==> src/rtl/grayscale_convert_pkg.sv <==
// Shared constants for the in-place BMP grayscale stage: RAM geometry, BMP layout
// and Q0.8 luma weights.
package grayscale_convert_pkg;
  localparam int unsigned DEF_BYTE_WIDTH      = 8;
  localparam int unsigned DEF_ADDR_WIDTH      = 20;
  localparam int unsigned DEF_BMP_HEADER_SIZE = 54;
  localparam int unsigned DEF_BMP_TOTAL_SIZE  = 54 + 3 * 4 * 4;
  localparam int unsigned DEF_COEF_R          = 77;
  localparam int unsigned DEF_COEF_G          = 150;
  localparam int unsigned DEF_COEF_B          = 29;
endpackage

==> src/rtl/grayscale_convert_if.sv <==
// Start request, shared byte-wide RAM port and completion flag of the grayscale stage.
interface grayscale_convert_if
  import grayscale_convert_pkg::*;
#(
  parameter int unsigned BYTE_WIDTH = DEF_BYTE_WIDTH,
  parameter int unsigned ADDR_WIDTH = DEF_ADDR_WIDTH
);
  logic                  in_valid;
  logic [BYTE_WIDTH-1:0] RAM_out;
  logic                  RAM_ren;
  logic                  RAM_wen;
  logic [BYTE_WIDTH-1:0] RAM_in;
  logic [ADDR_WIDTH-1:0] RAM_addr;
  logic                  gray_done;

  modport slave (
    input  in_valid, RAM_out,
    output RAM_ren, RAM_wen, RAM_in, RAM_addr, gray_done
  );

  modport master (
    output in_valid, RAM_out,
    input  RAM_ren, RAM_wen, RAM_in, RAM_addr, gray_done
  );
endinterface

==> src/rtl/grayscale_convert_gray_luma.sv <==
// Combinational luma: weighted Q0.8 sum of R, G, B, truncated to the upper byte.
module gray_luma
  import grayscale_convert_pkg::*;
#(
  parameter int unsigned COEF_R = DEF_COEF_R,
  parameter int unsigned COEF_G = DEF_COEF_G,
  parameter int unsigned COEF_B = DEF_COEF_B
) (
  input  logic [7:0] r,
  input  logic [7:0] g,
  input  logic [7:0] b,
  output logic [7:0] gray
);
  logic [15:0] w_sum;

  // Weights total 256, so the 16-bit sum cannot overflow.
  always_comb begin
    w_sum = 16'(COEF_R) * 16'(r) + 16'(COEF_G) * 16'(g) + 16'(COEF_B) * 16'(b);
    gray  = w_sum[15:8];
  end
endmodule

==> src/rtl/grayscale_convert.sv <==
// Walks the pixel area of a 24-bit BMP in RAM, replacing each B,G,R triple with its luma.
module grayscale_convert
  import grayscale_convert_pkg::*;
#(
  parameter int unsigned BYTE_WIDTH      = DEF_BYTE_WIDTH,
  parameter int unsigned ADDR_WIDTH      = DEF_ADDR_WIDTH,
  parameter int unsigned BMP_HEADER_SIZE = DEF_BMP_HEADER_SIZE,
  parameter int unsigned BMP_TOTAL_SIZE  = DEF_BMP_TOTAL_SIZE,
  parameter int unsigned COEF_R          = DEF_COEF_R,
  parameter int unsigned COEF_G          = DEF_COEF_G,
  parameter int unsigned COEF_B          = DEF_COEF_B
) (
  input logic               clk,
  input logic               rst,
  grayscale_convert_if.slave bus
);
  typedef enum logic [3:0] {
    S_IDLE = 4'd0, S_RD0 = 4'd1, S_RD1 = 4'd2, S_RD2 = 4'd3, S_CALC = 4'd4,
    S_WR0  = 4'd5, S_WR1 = 4'd6, S_WR2 = 4'd7, S_DONE = 4'd8
  } state_t;

  localparam logic [ADDR_WIDTH-1:0] HDR_ADDR = ADDR_WIDTH'(BMP_HEADER_SIZE);
  localparam logic [ADDR_WIDTH-1:0] END_ADDR = ADDR_WIDTH'(BMP_TOTAL_SIZE);

  state_t                r_state, w_state_next;
  logic [ADDR_WIDTH-1:0] r_p, w_p_next, w_base, r_addr, w_addr_next;
  logic [BYTE_WIDTH-1:0] r_b, r_g, r_gray, w_gray, r_din, w_din_next;
  logic                  r_ren, r_wen, r_done, w_ren_next, w_wen_next;

  gray_luma #(
    .COEF_R (COEF_R),
    .COEF_G (COEF_G),
    .COEF_B (COEF_B)
  ) u_luma (
    .r    (bus.RAM_out),
    .g    (r_g),
    .b    (r_b),
    .gray (w_gray)
  );

  assign w_p_next = r_p + ADDR_WIDTH'(3);
  // Outputs are registered, so the address is formed for the state being entered.
  assign w_base   = (r_state == S_WR2) ? w_p_next : r_p;

  always_comb begin
    w_state_next = r_state;
    case (r_state)
      S_IDLE:  if (bus.in_valid && !r_done) w_state_next = S_RD0;
      S_RD0:   w_state_next = S_RD1;
      S_RD1:   w_state_next = S_RD2;
      S_RD2:   w_state_next = S_CALC;
      S_CALC:  w_state_next = S_WR0;
      S_WR0:   w_state_next = S_WR1;
      S_WR1:   w_state_next = S_WR2;
      S_WR2:   w_state_next = (w_p_next >= END_ADDR) ? S_DONE : S_RD0;
      S_DONE:  w_state_next = S_DONE;
      default: w_state_next = S_IDLE;
    endcase

    w_ren_next  = 1'b0;
    w_wen_next  = 1'b0;
    w_addr_next = HDR_ADDR;
    w_din_next  = '0;
    case (w_state_next)
      S_RD0: begin w_ren_next = 1'b1; w_addr_next = w_base; end
      S_RD1: begin w_ren_next = 1'b1; w_addr_next = w_base + ADDR_WIDTH'(1); end
      S_RD2: begin w_ren_next = 1'b1; w_addr_next = w_base + ADDR_WIDTH'(2); end
      S_WR0, S_WR1, S_WR2: begin
        w_wen_next = 1'b1;
        w_din_next = (r_state == S_CALC) ? w_gray : r_gray;
        case (w_state_next)
          S_WR0:   w_addr_next = w_base;
          S_WR1:   w_addr_next = w_base + ADDR_WIDTH'(1);
          default: w_addr_next = w_base + ADDR_WIDTH'(2);
        endcase
      end
      default: ;
    endcase
  end

  always_ff @(posedge clk) begin
    if (rst) begin
      r_state <= S_IDLE;
      r_p     <= HDR_ADDR;
      r_b     <= '0;
      r_g     <= '0;
      r_gray  <= '0;
      r_ren   <= 1'b0;
      r_wen   <= 1'b0;
      r_addr  <= HDR_ADDR;
      r_din   <= '0;
      r_done  <= 1'b0;
    end else begin
      r_state <= w_state_next;
      r_ren   <= w_ren_next;
      r_wen   <= w_wen_next;
      r_addr  <= w_addr_next;
      r_din   <= w_din_next;
      if (r_state == S_RD1)  r_b    <= bus.RAM_out;
      if (r_state == S_RD2)  r_g    <= bus.RAM_out;
      if (r_state == S_CALC) r_gray <= w_gray;
      if (r_state == S_WR2)  r_p    <= w_p_next;
      // Flag follows DONE by one cycle, giving the 7N+1 completion latency.
      r_done  <= r_done | (r_state == S_DONE);
    end
  end

  assign bus.RAM_ren   = r_ren;
  assign bus.RAM_wen   = r_wen;
  assign bus.RAM_addr  = r_addr;
  assign bus.RAM_in    = r_din;
  assign bus.gray_done = r_done;
endmodule

==> src/flat_wrapper.sv <==
// flat-port wrapper written by rule: the top's interface ports become plain ports
module grayscale_convert_flat import grayscale_convert_pkg::*;
#(
  parameter int unsigned BYTE_WIDTH      = DEF_BYTE_WIDTH,
  parameter int unsigned ADDR_WIDTH      = DEF_ADDR_WIDTH,
  parameter int unsigned BMP_HEADER_SIZE = DEF_BMP_HEADER_SIZE,
  parameter int unsigned BMP_TOTAL_SIZE  = DEF_BMP_TOTAL_SIZE,
  parameter int unsigned COEF_R          = DEF_COEF_R,
  parameter int unsigned COEF_G          = DEF_COEF_G,
  parameter int unsigned COEF_B          = DEF_COEF_B
)
  (clk, rst, bus_in_valid, bus_RAM_out, bus_RAM_ren, bus_RAM_wen, bus_RAM_in, bus_RAM_addr, bus_gray_done);
  grayscale_convert_if #(.BYTE_WIDTH(BYTE_WIDTH), .ADDR_WIDTH(ADDR_WIDTH)) bus_i ();
  input logic clk;
  input logic rst;
  input wire logic [$bits(bus_i.in_valid)-1:0] bus_in_valid;
  input wire logic [$bits(bus_i.RAM_out)-1:0] bus_RAM_out;
  output wire logic [$bits(bus_i.RAM_ren)-1:0] bus_RAM_ren;
  output wire logic [$bits(bus_i.RAM_wen)-1:0] bus_RAM_wen;
  output wire logic [$bits(bus_i.RAM_in)-1:0] bus_RAM_in;
  output wire logic [$bits(bus_i.RAM_addr)-1:0] bus_RAM_addr;
  output wire logic [$bits(bus_i.gray_done)-1:0] bus_gray_done;
  assign bus_i.in_valid = bus_in_valid;
  assign bus_i.RAM_out = bus_RAM_out;
  assign bus_RAM_ren = bus_i.RAM_ren;
  assign bus_RAM_wen = bus_i.RAM_wen;
  assign bus_RAM_in = bus_i.RAM_in;
  assign bus_RAM_addr = bus_i.RAM_addr;
  assign bus_gray_done = bus_i.gray_done;
  grayscale_convert #(.BYTE_WIDTH(BYTE_WIDTH), .ADDR_WIDTH(ADDR_WIDTH), .BMP_HEADER_SIZE(BMP_HEADER_SIZE), .BMP_TOTAL_SIZE(BMP_TOTAL_SIZE), .COEF_R(COEF_R), .COEF_G(COEF_G), .COEF_B(COEF_B)) u_core (.clk(clk), .rst(rst), .bus(bus_i));
endmodule
==> config.mk <==
export PLATFORM = sky130hd
export DESIGN_NAME = grayscale_convert_flat
export DESIGN_NICKNAME = d
export VERILOG_FILES = /design/src/rtl/grayscale_convert_pkg.sv /design/src/rtl/grayscale_convert_if.sv /design/src/rtl/grayscale_convert_gray_luma.sv /design/src/rtl/grayscale_convert.sv /design/src/flat_wrapper.sv
export SDC_FILE = /design/constraint.sdc
export NUM_CORES = 1
export LEC_CHECK = 0
export CAP_MARGIN = 30
export CORE_MARGIN = 10
export CORE_UTILIZATION = 31
export DETAILED_ROUTE_END_ITERATION = 8
export DONT_BUFFER_PORTS = 1
export GPL_TIMING_DRIVEN = 0
export PLACE_DENSITY_LB_ADDON = 0.08
export REMOVE_ABC_BUFFERS = 1
export SYNTH_ARGS = -nofsm -noshare
export SYNTH_HDL_FRONTEND = slang
export SYNTH_SLANG_ARGS = --single-unit
==> constraint.sdc <==
create_clock -name clk -period 19.04 [get_ports clk]
set_input_delay 3.808 -clock clk [delete_from_list [all_inputs] [get_ports clk]]
set_output_delay 3.808 -clock clk [all_outputs]
set_load 0.02 [all_outputs]
# Word-level counts from Yosys, hierarchy flattened
# Cells that the tools add are included.
# classes
add_sub_neg,5
mul,3
n_lt_le_gt_ge,1
n_eq_ne,14
muxes,9
bitwise,2
reduce_logical,6
# ops
op,n
$pmux 20 s4,1
$add 20x2->20 const B,2
$pmux 20 s2,1
$pmux 4 s9,1
$mul 7x8->15 const A,2
$eq 4x3->1 const B,7
$add 20x1->20 const B,1
$ge 20x7->1 const B,1
$mux 20,1
$add 15x16->16,1
$add 16x13->16,1
$eq 4x2->1 const B,4
$mul 5x8->13 const A,1
$eq 4x1->1 const B,2
$mux 4,2
$mux 8,1
$reduce_or 3->1,2
$eq 4x4->1 const B,1
$logic_not 4->1,1
$mux 1,2
$reduce_or 2->1,1
$logic_and 1x1->1,1
$logic_not 1->1,1
$not 1->1,1
$or 1x1->1,1
# totals
ff_bits,79
in_bits,11
output_inout_bits,31
elab_cells,50

# Longest topological paths before layout
# Gate-level depths: netlist (run 1).
# logic_depth
word_depth,8
ltp_mapped,25
mapped_depth_nobuf,25

# Hierarchy
# A second synthesis (run 1) with hierarchy kept.
# unflattened
hier_cells,955
hier_area_um2,7995.2
# by_module_without_submodules
mod,instances,cells_per_inst,area_per_inst_um2,seq_area_each_um2
grayscale_convert,1,639,4914.7,1581.5
gray_luma,1,316,3080.5,0.0

# Worst setup path before layout (run 1)
# OpenSTA, ideal clock, no wires.
# synth_path
path_type,input to register
from,input port bus_RAM_out[1]
to,register u_core.r_gray[7]
setup_time_ps,128
arrival_time_ps,7978
required_ps,18912
slack_ps,10934
path_stages,17
path_buffers,0
cell_sequence,ha_1 -> fa_1 -> fa_1 -> inv_1 -> fa_1 -> fa_1 -> inv_1 -> ha_1 -> o21a_1 -> o21a_1 -> o21ai_0 -> o221a_2 -> o21ai_0 -> o41ai_1 -> xnor3_1 -> mux2i_1 -> nor2_1
# synth_between
elab_chain_cells,4
# synth_rtl
item,line_no,source
"start, declared",flat_wrapper.sv:17,input wire logic [$bits(bus_i.RAM_out)-1:0] bus_RAM_out;
$mul 7x8->15,grayscale_convert_gray_luma.sv:18,w_sum = 16'(COEF_R) * 16'(r) + 16'(COEF_G) * 16'(g) + 16'(COEF_B) * 16'(b);
$add 15x16->16,grayscale_convert_gray_luma.sv:18,
$add 16x13->16,grayscale_convert_gray_luma.sv:18,
$mux 8,-,
"end signal, assigned",grayscale_convert.sv:101,if (r_state == S_CALC) r_gray <= w_gray;
"end, declared",grayscale_convert.sv:27,"logic [BYTE_WIDTH-1:0] r_b, r_g, r_gray, w_gray, r_din, w_din_next;"
# Every way passes these cells.
# A chain may end at the register's enable or synchronous reset.

# Final worst setup path (run 1)
# layout_path
from,input port bus_RAM_out[1]
to,register u_core.r_din[7] (netlist: u_core.bus.RAM_in[7])
# layout_between
elab_chain_cells,4
# layout_rtl
item,line_no,source
$mul 7x8->15,grayscale_convert_gray_luma.sv:18,
$add 15x16->16,grayscale_convert_gray_luma.sv:18,
$add 16x13->16,grayscale_convert_gray_luma.sv:18,
$mux 8,grayscale_convert.sv:70,w_din_next = (r_state == S_CALC) ? w_gray : r_gray;
"end signal, assigned",grayscale_convert.sv:98,r_din <= w_din_next;
"end, declared",grayscale_convert.sv:27,
# Every way passes these cells.

==> reports/qor.yml, run 1 <==
synthCells: 921
drive_gt1_share_pct: 7.98
cts_tree: "done"
cp.required_ns: 19.28
clock_power_share_pct: 30.7
finalCritPeriodShare_pct: 42.3
clockBufferDepth: 2
hold_violations: 0
fmax_ghz: 0.124
max_slew.worst_pin.slew_ns: 0.776
drt_wl_total_mm: 22.4
clk_pin_slew_worst_paths_ns: 0.07
grt_overflow_total: 0
setup_viol: 0
critical_path.startpoint_type: "primary input"
path_class: "in2reg"
final_common_cell: "inv_1"
die_h_um: 180
coreArea_mm2: 0.0253
hp-class: "reg2reg"
intPower_w: 0.000374
mostFrequentLayoutCells: "inv_1 (107), ha_1 (88), nor2_1 (79), dfxtp_1 (79), nand2_1 (67)"
skew_ns: 0.00535
antenna_left: 0
hold_buffers: 0
p_switching_w: 0.000241
rsz0062_at_grt: "no"
ir_drop_mv: 0.0470
setup-tns-final_ns: 0
switching_share_pct: 39.2
place_hpwl_mm: 17.2
std_cell_rows: 58
crit_path_end_kind: "flip-flop"
arrival_ns: 8.29
insertion_delay_ns: 0.36
clockRootBuffer: "clkbuf_16"
fillerInstances: 2714
status: "complete, no violations"
drc: 0
gr-usage-met2_pct: 23.6
syn_area_mm2: 0.00797
area_growth_pct: 6.03
cts_buffers: 9
power_leakage_nw: 3.62
avgSynthCellArea_um2: 8.65
die_area_mm2: 0.0325
nets: 1051
layoutNonFillerInstCount: 1232
clock-sinks: 79
slew_viol_final: 0
antenna_found_initial: 0
start_util_pct: 31.5
synth-edff-count: 0
combPwrFrac_pct: 40.6
place_inst: 1216
diodes: 0
grt_pass1_vias: 6279
h-tree-depth: 3
post_cts_buffers: 0
grt_pass1_wl_mm: 35.8
pin_count: 42
gp_congestion: 0.817
vias_per_cell: 5.09
synth-seq-cells: 79
wl_per_cell_um: 18.2
grtUsageMet3_pct: 2.59
dr.pass1.iters: 6
drt_iter0_drc: 300
power_density_mw_per_mm2: 72.9
ctsResizeCount: 0
portBuffers: 0
critPathMaxFanout: 6
yosys_warnings: 0
min_period_ns: 8.04
grt-busiest-layer: "met2"
seq_power_share_pct: 28.8
grt.total_usage_pct: 13.7
synth_seq_area_share_pct: 19.9
grt_max_degree: 57
via_count: 6276
async_flop_share_pct: 0
max-slew-margin-rel_pct: 47.9
grtUsageMet1_pct: 17.0
synthDistinctLibCells: 96
yosys_most_used_dff: "dfxtp_1"
cap_violations: 0
fp.dieW_um: 180
-- cell families (layout without fill, tap and decap cells) --
group	count (synthesis)	count (layout)	synth area share, %
buf+inv	147	128	8.64
xor+xnor	49	49	5.89
flops	79	79	19.9
fa+ha+maj	143	143	27.6
compound gates	187	187	15.8
simple gates	304	304	20.6
mux	12	12	1.54
-- synth_stat cells, drive strengths merged (9+ instances only) --
cell type / number / area share, %
inv: 107 / 5.0
ha: 88 / 14
nor2: 82 / 4.0
dfxtp: 79 / 20
nand2: 69 / 3.4
a21oi: 59 / 3.9
fa: 55 / 14
nor3: 36 / 2.5
o21ai: 30 / 1.9
xnor2: 30 / 3.4
nand3: 23 / 1.7
clkbuf: 21 / 1.8
buf: 19 / 1.8
xor2: 18 / 2.2
nand4: 16 / 1.4
a31oi: 12 / 0.94
nand2b: 12 / 0.94
mux2i: 10 / 1.3
o21a: 9 / 0.85
o22ai: 9 / 0.79
-- critical path: stages --
cell	delay [ns]
ha_1	0.29
fa_1	0.47
fa_1	0.54
inv_1	0.05
fa_1	0.50
fa_1	0.54
inv_1	0.04
ha_1	0.30
o21a_1	0.11
o21a_1	0.17
o21ai_0	0.15
o221a_2	0.30
o21ai_0	0.16
o41ai_1	0.33
xnor3_1	0.27
mux2i_1	0.19
nor2_1	0.05
-- final timing paths --
| kind | startpoint | to | slack, ns | cells past startpoint |
|---|---|---|---|---|
| max | bus_RAM_out[1] | u_core.bus.RAM_in[7] | 11.00 | 17 |
| min | u_core.r_gray[4] | u_core.r_gray[4] | 0.46 | 2 |
| max reg2reg | u_core.r_g[4] | u_core.bus.RAM_in[7] | 12.26 | 23 |
| min reg2reg | u_core.r_gray[4] | u_core.r_gray[4] | 0.46 | 2 |
-- power by group through the flow --
stage / clock (W) / sequential (W) / combinational, W
after detailed placement: 0 / 0.000181 / 0.000254
final: 0.000189 / 0.000177 / 0.000250
after floorplan: 0 / 0.000179 / 0.000187
after CTS: 0.000196 / 0.000177 / 0.000257
after global placement: 0 / 0.000181 / 0.000255
after global routing: 0.000201 / 0.000178 / 0.000293
-- registers in the layout, indices dropped and copies added (netlist names) --
register and cells:
u_core.r_g 8, u_core.r_gray 8, u_core.bus.gray_done 1, u_core.bus.RAM_wen 1, u_core.r_state 4, u_core.bus.RAM_in 8, u_core.bus.RAM_addr 20, u_core.r_b 8
u_core.bus.RAM_ren 1, u_core.r_p 20
-- metal layers --
layer  vias up  wire [µm]
met2        54      11000
met1      3059      10500
met4         0        255
met5         -          0
li1       3148          -
met3        15        673
-- final cells by class --
type                            instances  area (µm²)  share of cell area (%)
Multi-Input combinational cell        695        5700                    67.5
Clock buffer                            9         225                    2.67
Timing Repair Buffer                    5        43.8                   0.518
Sequential cell                        79        1580                    18.7
Inverter                              107         402                    4.75
Clock inverter                          7        80.1                   0.948
Tap cell                              330         413                    4.89
-- through the flow --
stage / power, W / area [µm²] / hold WS [ns] / worst slack, ns / util [%]
final: 0.000616 / 8450 / 0.463 / 11.00 / 33.4
after global routing: 0.000672 / 8450 / 0.478 / 10.67 / 33.4
after CTS: 0.000630 / 8450 / 0.457 / 10.94 / 33.4
after detailed placement: 0.000435 / 8140 / 0.440 / 10.56 / 32.2
after global placement: 0.000437 / 8090 / 0.429 / 10.56 / 32.0
after floorplan: 0.000366 / 7680 / 0.422 / 10.94 / -
Power figures use the tool's default switching activity.
==> run 2, diff against run 1 <==
==> constraint.sdc (replaced) <==
create_clock -name clk -period 6.5 [get_ports clk]
set_input_delay 1.3 -clock clk [delete_from_list [all_inputs] [get_ports clk]]
set_output_delay 1.3 -clock clk [all_outputs]
set_load 0.02 [all_outputs]
==> run 2 against run 1 <==
Combinational power rose to 3.3 times the previous value. Total power grew to 3.1 times the previous value. First-iteration DRC count up 3.3%. Sequential cell count unchanged. Final area is 2.1% higher. Die area unchanged. Core utilization up 0.69 points. Clock skew fell by 0.00089 ns. Global-route usage is 0.080 points higher. Via count increased by 0.83%. Critical path type is now reg2reg. Critical endpoint is now u_core.bus.RAM_in[3]. Largest cell class unchanged. Highest routed layer unchanged.
==> reports/qor.yml, run 2 (synthesis results as in run 1) <==
critPathMaxFanout: 5
clockBufferDepth: 2
cts_buffers: 9
fp.dieW_um: 180
power_w: 0.00189
path_class: "reg2reg"
die_area_mm2: 0.0325
fmax_ghz: 0.163
insertion_delay_ns: 0.35
die_h_um: 180
power_leakage_nw: 3.67
critical_path.startpoint_type: "flip-flop"
grt.total_usage_pct: 13.7
clockRootBuffer: "clkbuf_16"
place_hpwl_mm: 17.2
fillerInstances: 2691
std_cell_rows: 58
drc: 0
setup_viol: 0
pin_count: 42
portBuffers: 0
status: "complete, no violations"
crit_path_end_kind: "flip-flop"
arrival_ns: 6.37
final_common_cell: "inv_1"
nets: 1057
coreArea_mm2: 0.0253
hold_end: "u_core.r_gray[4]"
via_count: 6328
max_slew.worst_pin.slew_ns: 0.776
ir_drop_mv: 0.148
antenna_found_initial: 0
grt_overflow_total: 0
grt_pass1_vias: 6293
antenna_left: 0
hold_buffers: 0
power_density_mw_per_mm2: 220
hp-class: "reg2reg"
cts_tree: "done"
min_period_ns: 6.14
seqCellArea_mm2: 0.00160
r2r_start: "u_core.r_g[3]"
slew_viol_final: 0
setup-tns-final_ns: 0
whs_path_depth: 2
hold_violations: 0
drt_iter0_drc: 310
cp.required_ns: 6.73
drt_wl_total_mm: 22.5
finalCritPeriodShare_pct: 94.5
r2r-end: "u_core.bus.RAM_in[3]"
wl_per_cell_um: 18.2
vias_per_cell: 5.11
clk_pin_slew_worst_paths_ns: 0.07
hp-start: "u_core.r_gray[4]"
diodes: 0
clock-sinks: 79
whs_ns: 0.463
h-tree-depth: 3
drive_gt1_share_pct: 10.7
grt_pass1_wl_mm: 36.0
cap_violations: 0
area_growth_pct: 8.21
multi_input_area_mm2: 0.00582
grt_max_degree: 57
post-place-ws_ns: -0.349
start_util_pct: 31.5
mostFrequentLayoutCells: "inv_1 (107), ha_1 (84), nor2_1 (77)"
dr.pass1.iters: 5
r2r_cells: 26
worst_slack_ns: 0.358
r2r_setup_slack_ns: 0.36
max-slew-margin-rel_pct: 48.2
skew_ns: 0.00446
gp_congestion: 0.817
## run 2: cell count changes in the layout (fill, tap and decap cells not counted), moves of 4 or more
cell     delta
ha_4        +4
dfxtp_1     -4
ha_1        -4
dfxtp_4     +4
buf_4       +6
## run 2: area by class of cell
class                      count  share of cell area [%]
multi-input combinational    695                    67.5
sequential                    79                    18.5
tap                          330                    4.79
inverter                     107                    4.66
clock buffer                   9                    2.61
timing repair buffer          11                    1.03
clock inverter                 7                   0.929
## run 2: how the worst max path moves through the flow
stage	cells after the start	from	slack (ns)	end
final	26	u_core.r_g[3]	0.36	u_core.bus.RAM_in[3]
after floorplan	23	u_core.r_g[4]	0.24	u_core.bus.RAM_in[7]
after global placement	23	u_core.r_g[4]	-0.39	u_core.bus.RAM_in[7]
after CTS	23	u_core.r_g[6]	0.006	u_core.bus.RAM_in[7]
after detailed placement	23	u_core.r_g[4]	-0.35	u_core.bus.RAM_in[7]
after global routing	26	u_core.r_g[3]	-0.002	u_core.bus.RAM_in[6]
## run 2: what timing repair did
item	CTS	global route
gates resized for setup	18	9
endpoints found under the setup margin	7	9
setup buffers	3	3
pin swaps	8	15
## run 2: power by group
part / total, W / switching, W / internal, W
registers: 0.000517 / 0.0000229 / 0.000494
clock network: 0.000557 / 0.000253 / 0.000303
logic: 0.000819 / 0.000470 / 0.000349
## run 2: stage by stage
step                std cells  utilization, %  area, µm²
detailed placement       1216            32.2       8140
global placement         1211            32.0       8090
floorplan                 881               -       7680
finish                   1238            34.1       8620
global route             1238            34.1       8620
CTS                      1235            33.8       8550
## run 2: per-layer routing
metal	vias up	GRT usage, %	share of wire (%)
li1	3158	-	-
met1	3082	17.2	47
met2	70	23.7	49
met3	18	2.59	3.0
met4	0	3.28	1.2
met5	-	0	0
## run 2: worst max-delay path, cell delays in order (launching register included)
cell     delay (ns)
dfxtp_4        0.37
ha_1           0.29
ha_1           0.28
ha_1           0.27
inv_1          0.05
fa_1           0.50
inv_1          0.07
ha_4           0.26
nor2b_2        0.16
o21a_1         0.18
nor2_2         0.09
xnor2_1        0.13
ha_1           0.27
fa_1           0.51
inv_1          0.05
fa_1           0.46
fa_1           0.55
inv_1          0.07
ha_4           0.28
o21ai_1        0.07
o221a_4        0.29
buf_4          0.15
o21ba_2        0.21
xnor2_1        0.17
nor2_1         0.07
a21oi_1        0.17
nor3_1         0.07
==> run 3, diff against run 2 <==
--- a/config.mk
+++ b/config.mk
@@ -6,7 +6,6 @@
 export NUM_CORES = 1
 export LEC_CHECK = 0
 export CAP_MARGIN = 30
-export CORE_MARGIN = 10
 export CORE_UTILIZATION = 31
 export DETAILED_ROUTE_END_ITERATION = 8
 export DONT_BUFFER_PORTS = 1
==> run 3 against run 2 <==
Worst hold slack improved by 0.011 ns. Clock-buffer cell count unchanged. Clock skew increased by 0.0050 ns. Cell count about the same. Die area decreased by 19%. Critical path type unchanged. Sequential share of layout area about the same. Routed wire length decreased by 2.1%. Largest power group unchanged.
==> reports/qor.yml, run 3 (synthesis results as in run 1) <==
status: "complete, no violations"
fillerInstances: 2681
multi_input_area_mm2: 0.00579
pin_count: 42
max_slew.worst_pin.slew_ns: 0.771
drc: 0
power_w: 0.00188
place_hpwl_mm: 16.7
post-place-ws_ns: -0.359
final_common_cell: "inv_1"
hold_end: "u_core.r_gray[4]"
fmax_ghz: 0.160
max-slew-margin-rel_pct: 48.2
min_period_ns: 6.25
grt_overflow_total: 0
antenna_left: 0
clock-sinks: 79
h-tree-depth: 3
power_leakage_nw: 3.68
worst_slack_ns: 0.254
ir_drop_mv: 0.129
crit_path_end_kind: "flip-flop"
cts_tree: "done"
fp.dieW_um: 162
hold_violations: 0
area_growth_pct: 8.03
diodes: 0
hold_buffers: 0
fin_util_pct: 34.2
coreArea_mm2: 0.0252
critPathMaxFanout: 4
whs_path_depth: 2
r2r_cells: 24
setup-tns-final_ns: 0
start_util_pct: 31.6
r2r-end: "u_core.bus.RAM_in[3]"
grt_pass1_wl_mm: 35.9
drive_gt1_share_pct: 10.3
wl_per_cell_um: 17.8
critical_path.startpoint_type: "flip-flop"
power_density_mw_per_mm2: 219
grt_pass1_vias: 6399
r2r_start: "u_core.r_g[4]"
grt.total_usage_pct: 17.8
std_cell_rows: 58
cp.required_ns: 6.72
clk_pin_slew_worst_paths_ns: 0.07
die_h_um: 162
path_class: "reg2reg"
hp-start: "u_core.r_gray[4]"
whs_ns: 0.474
setup_viol: 0
arrival_ns: 6.47
grt_max_degree: 57
hp-class: "reg2reg"
vias_per_cell: 5.08
insertion_delay_ns: 0.35
gp_congestion: 0.788
antenna_found_initial: 0
drt_iter0_drc: 365
clockRootBuffer: "clkbuf_16"
die_area_mm2: 0.0263
r2r_setup_slack_ns: 0.25
clockBufferDepth: 2
skew_ns: 0.00944
cts_buffers: 9
nets: 1058
via_count: 6299
drt_wl_total_mm: 22.0
mostFrequentLayoutCells: "inv_1 (107), ha_1 (85), nor2_1 (78)"
portBuffers: 0
finalCritPeriodShare_pct: 96.1
cap_violations: 0
seqCellArea_mm2: 0.00160
slew_viol_final: 0
dr.pass1.iters: 5
[run 3: worst max path at each step]
stage / from / end / slack, ns / cells after the start
final: u_core.r_g[4] / u_core.bus.RAM_in[3] / 0.25 / 24
after global routing: u_core.r_g[3] / u_core.bus.RAM_in[3] / -0.006 / 25
after CTS: u_core.r_g[3] / u_core.bus.RAM_in[7] / 0.02 / 24
after detailed placement: u_core.r_g[6] / u_core.bus.RAM_in[7] / -0.36 / 23
after global placement: u_core.r_g[4] / u_core.bus.RAM_in[7] / -0.42 / 23
after floorplan: u_core.r_g[4] / u_core.bus.RAM_in[7] / 0.24 / 23
[run 3: where the power goes]
group / total, W / switching (W) / internal (W)
registers: 0.000517 / 0.0000227 / 0.000495
clock network: 0.000544 / 0.000241 / 0.000303
logic: 0.000819 / 0.000473 / 0.000346
[run 3: per-stage QoR]
step,instance area (µm²),cells
2_1_floorplan,7680,881
3_3_place_gp,8090,1211
3_5_place_dp,8140,1216
4_1_cts,8540,1236
5_1_grt,8610,1239
6_report,8610,1239
[run 3: final cells by class]
cell class	count	share of cell area, %
repair buffers	12	1.12
flip-flops and latches	79	18.6
clock inverters	7	0.931
inverters	107	4.67
multi-input cells	695	67.3
well taps	330	4.80
clock buffers	9	2.62
[run 3: what timing repair did]
item | CTS | global route
setup buffers | 4 | 3
gates resized for setup | 17 | 6
setup endpoints to repair | 7 | 9
pin swaps | 10 | 7
[run 3: routing by layer]
layer | global-route usage [%] | vias to the layer above | share of wire, %
li1 | - | 3169 | -
met1 | 23.0 | 3012 | 47
met2 | 29.8 | 93 | 48
met3 | 2.78 | 25 | 2.9
met4 | 6.13 | 0 | 2.4
met5 | 0 | - | 0
[run 3: worst max-delay path, stage by stage (launching register included)]
cell and delay [ns]:
dfxtp_4 0.35, ha_1 0.29, ha_1 0.28, inv_1 0.05
fa_1 0.45, fa_1 0.50, inv_1 0.06, ha_4 0.26
xnor2_2 0.13, fa_1 0.46, fa_1 0.52, inv_1 0.05
fa_1 0.47, fa_1 0.55, inv_1 0.07, ha_4 0.27
o21a_1 0.16, o21ai_2 0.07, o221a_4 0.28, buf_4 0.15
o21ba_2 0.20, xnor2_1 0.19, nor2_1 0.06, a21oi_1 0.16
nor3_1 0.07
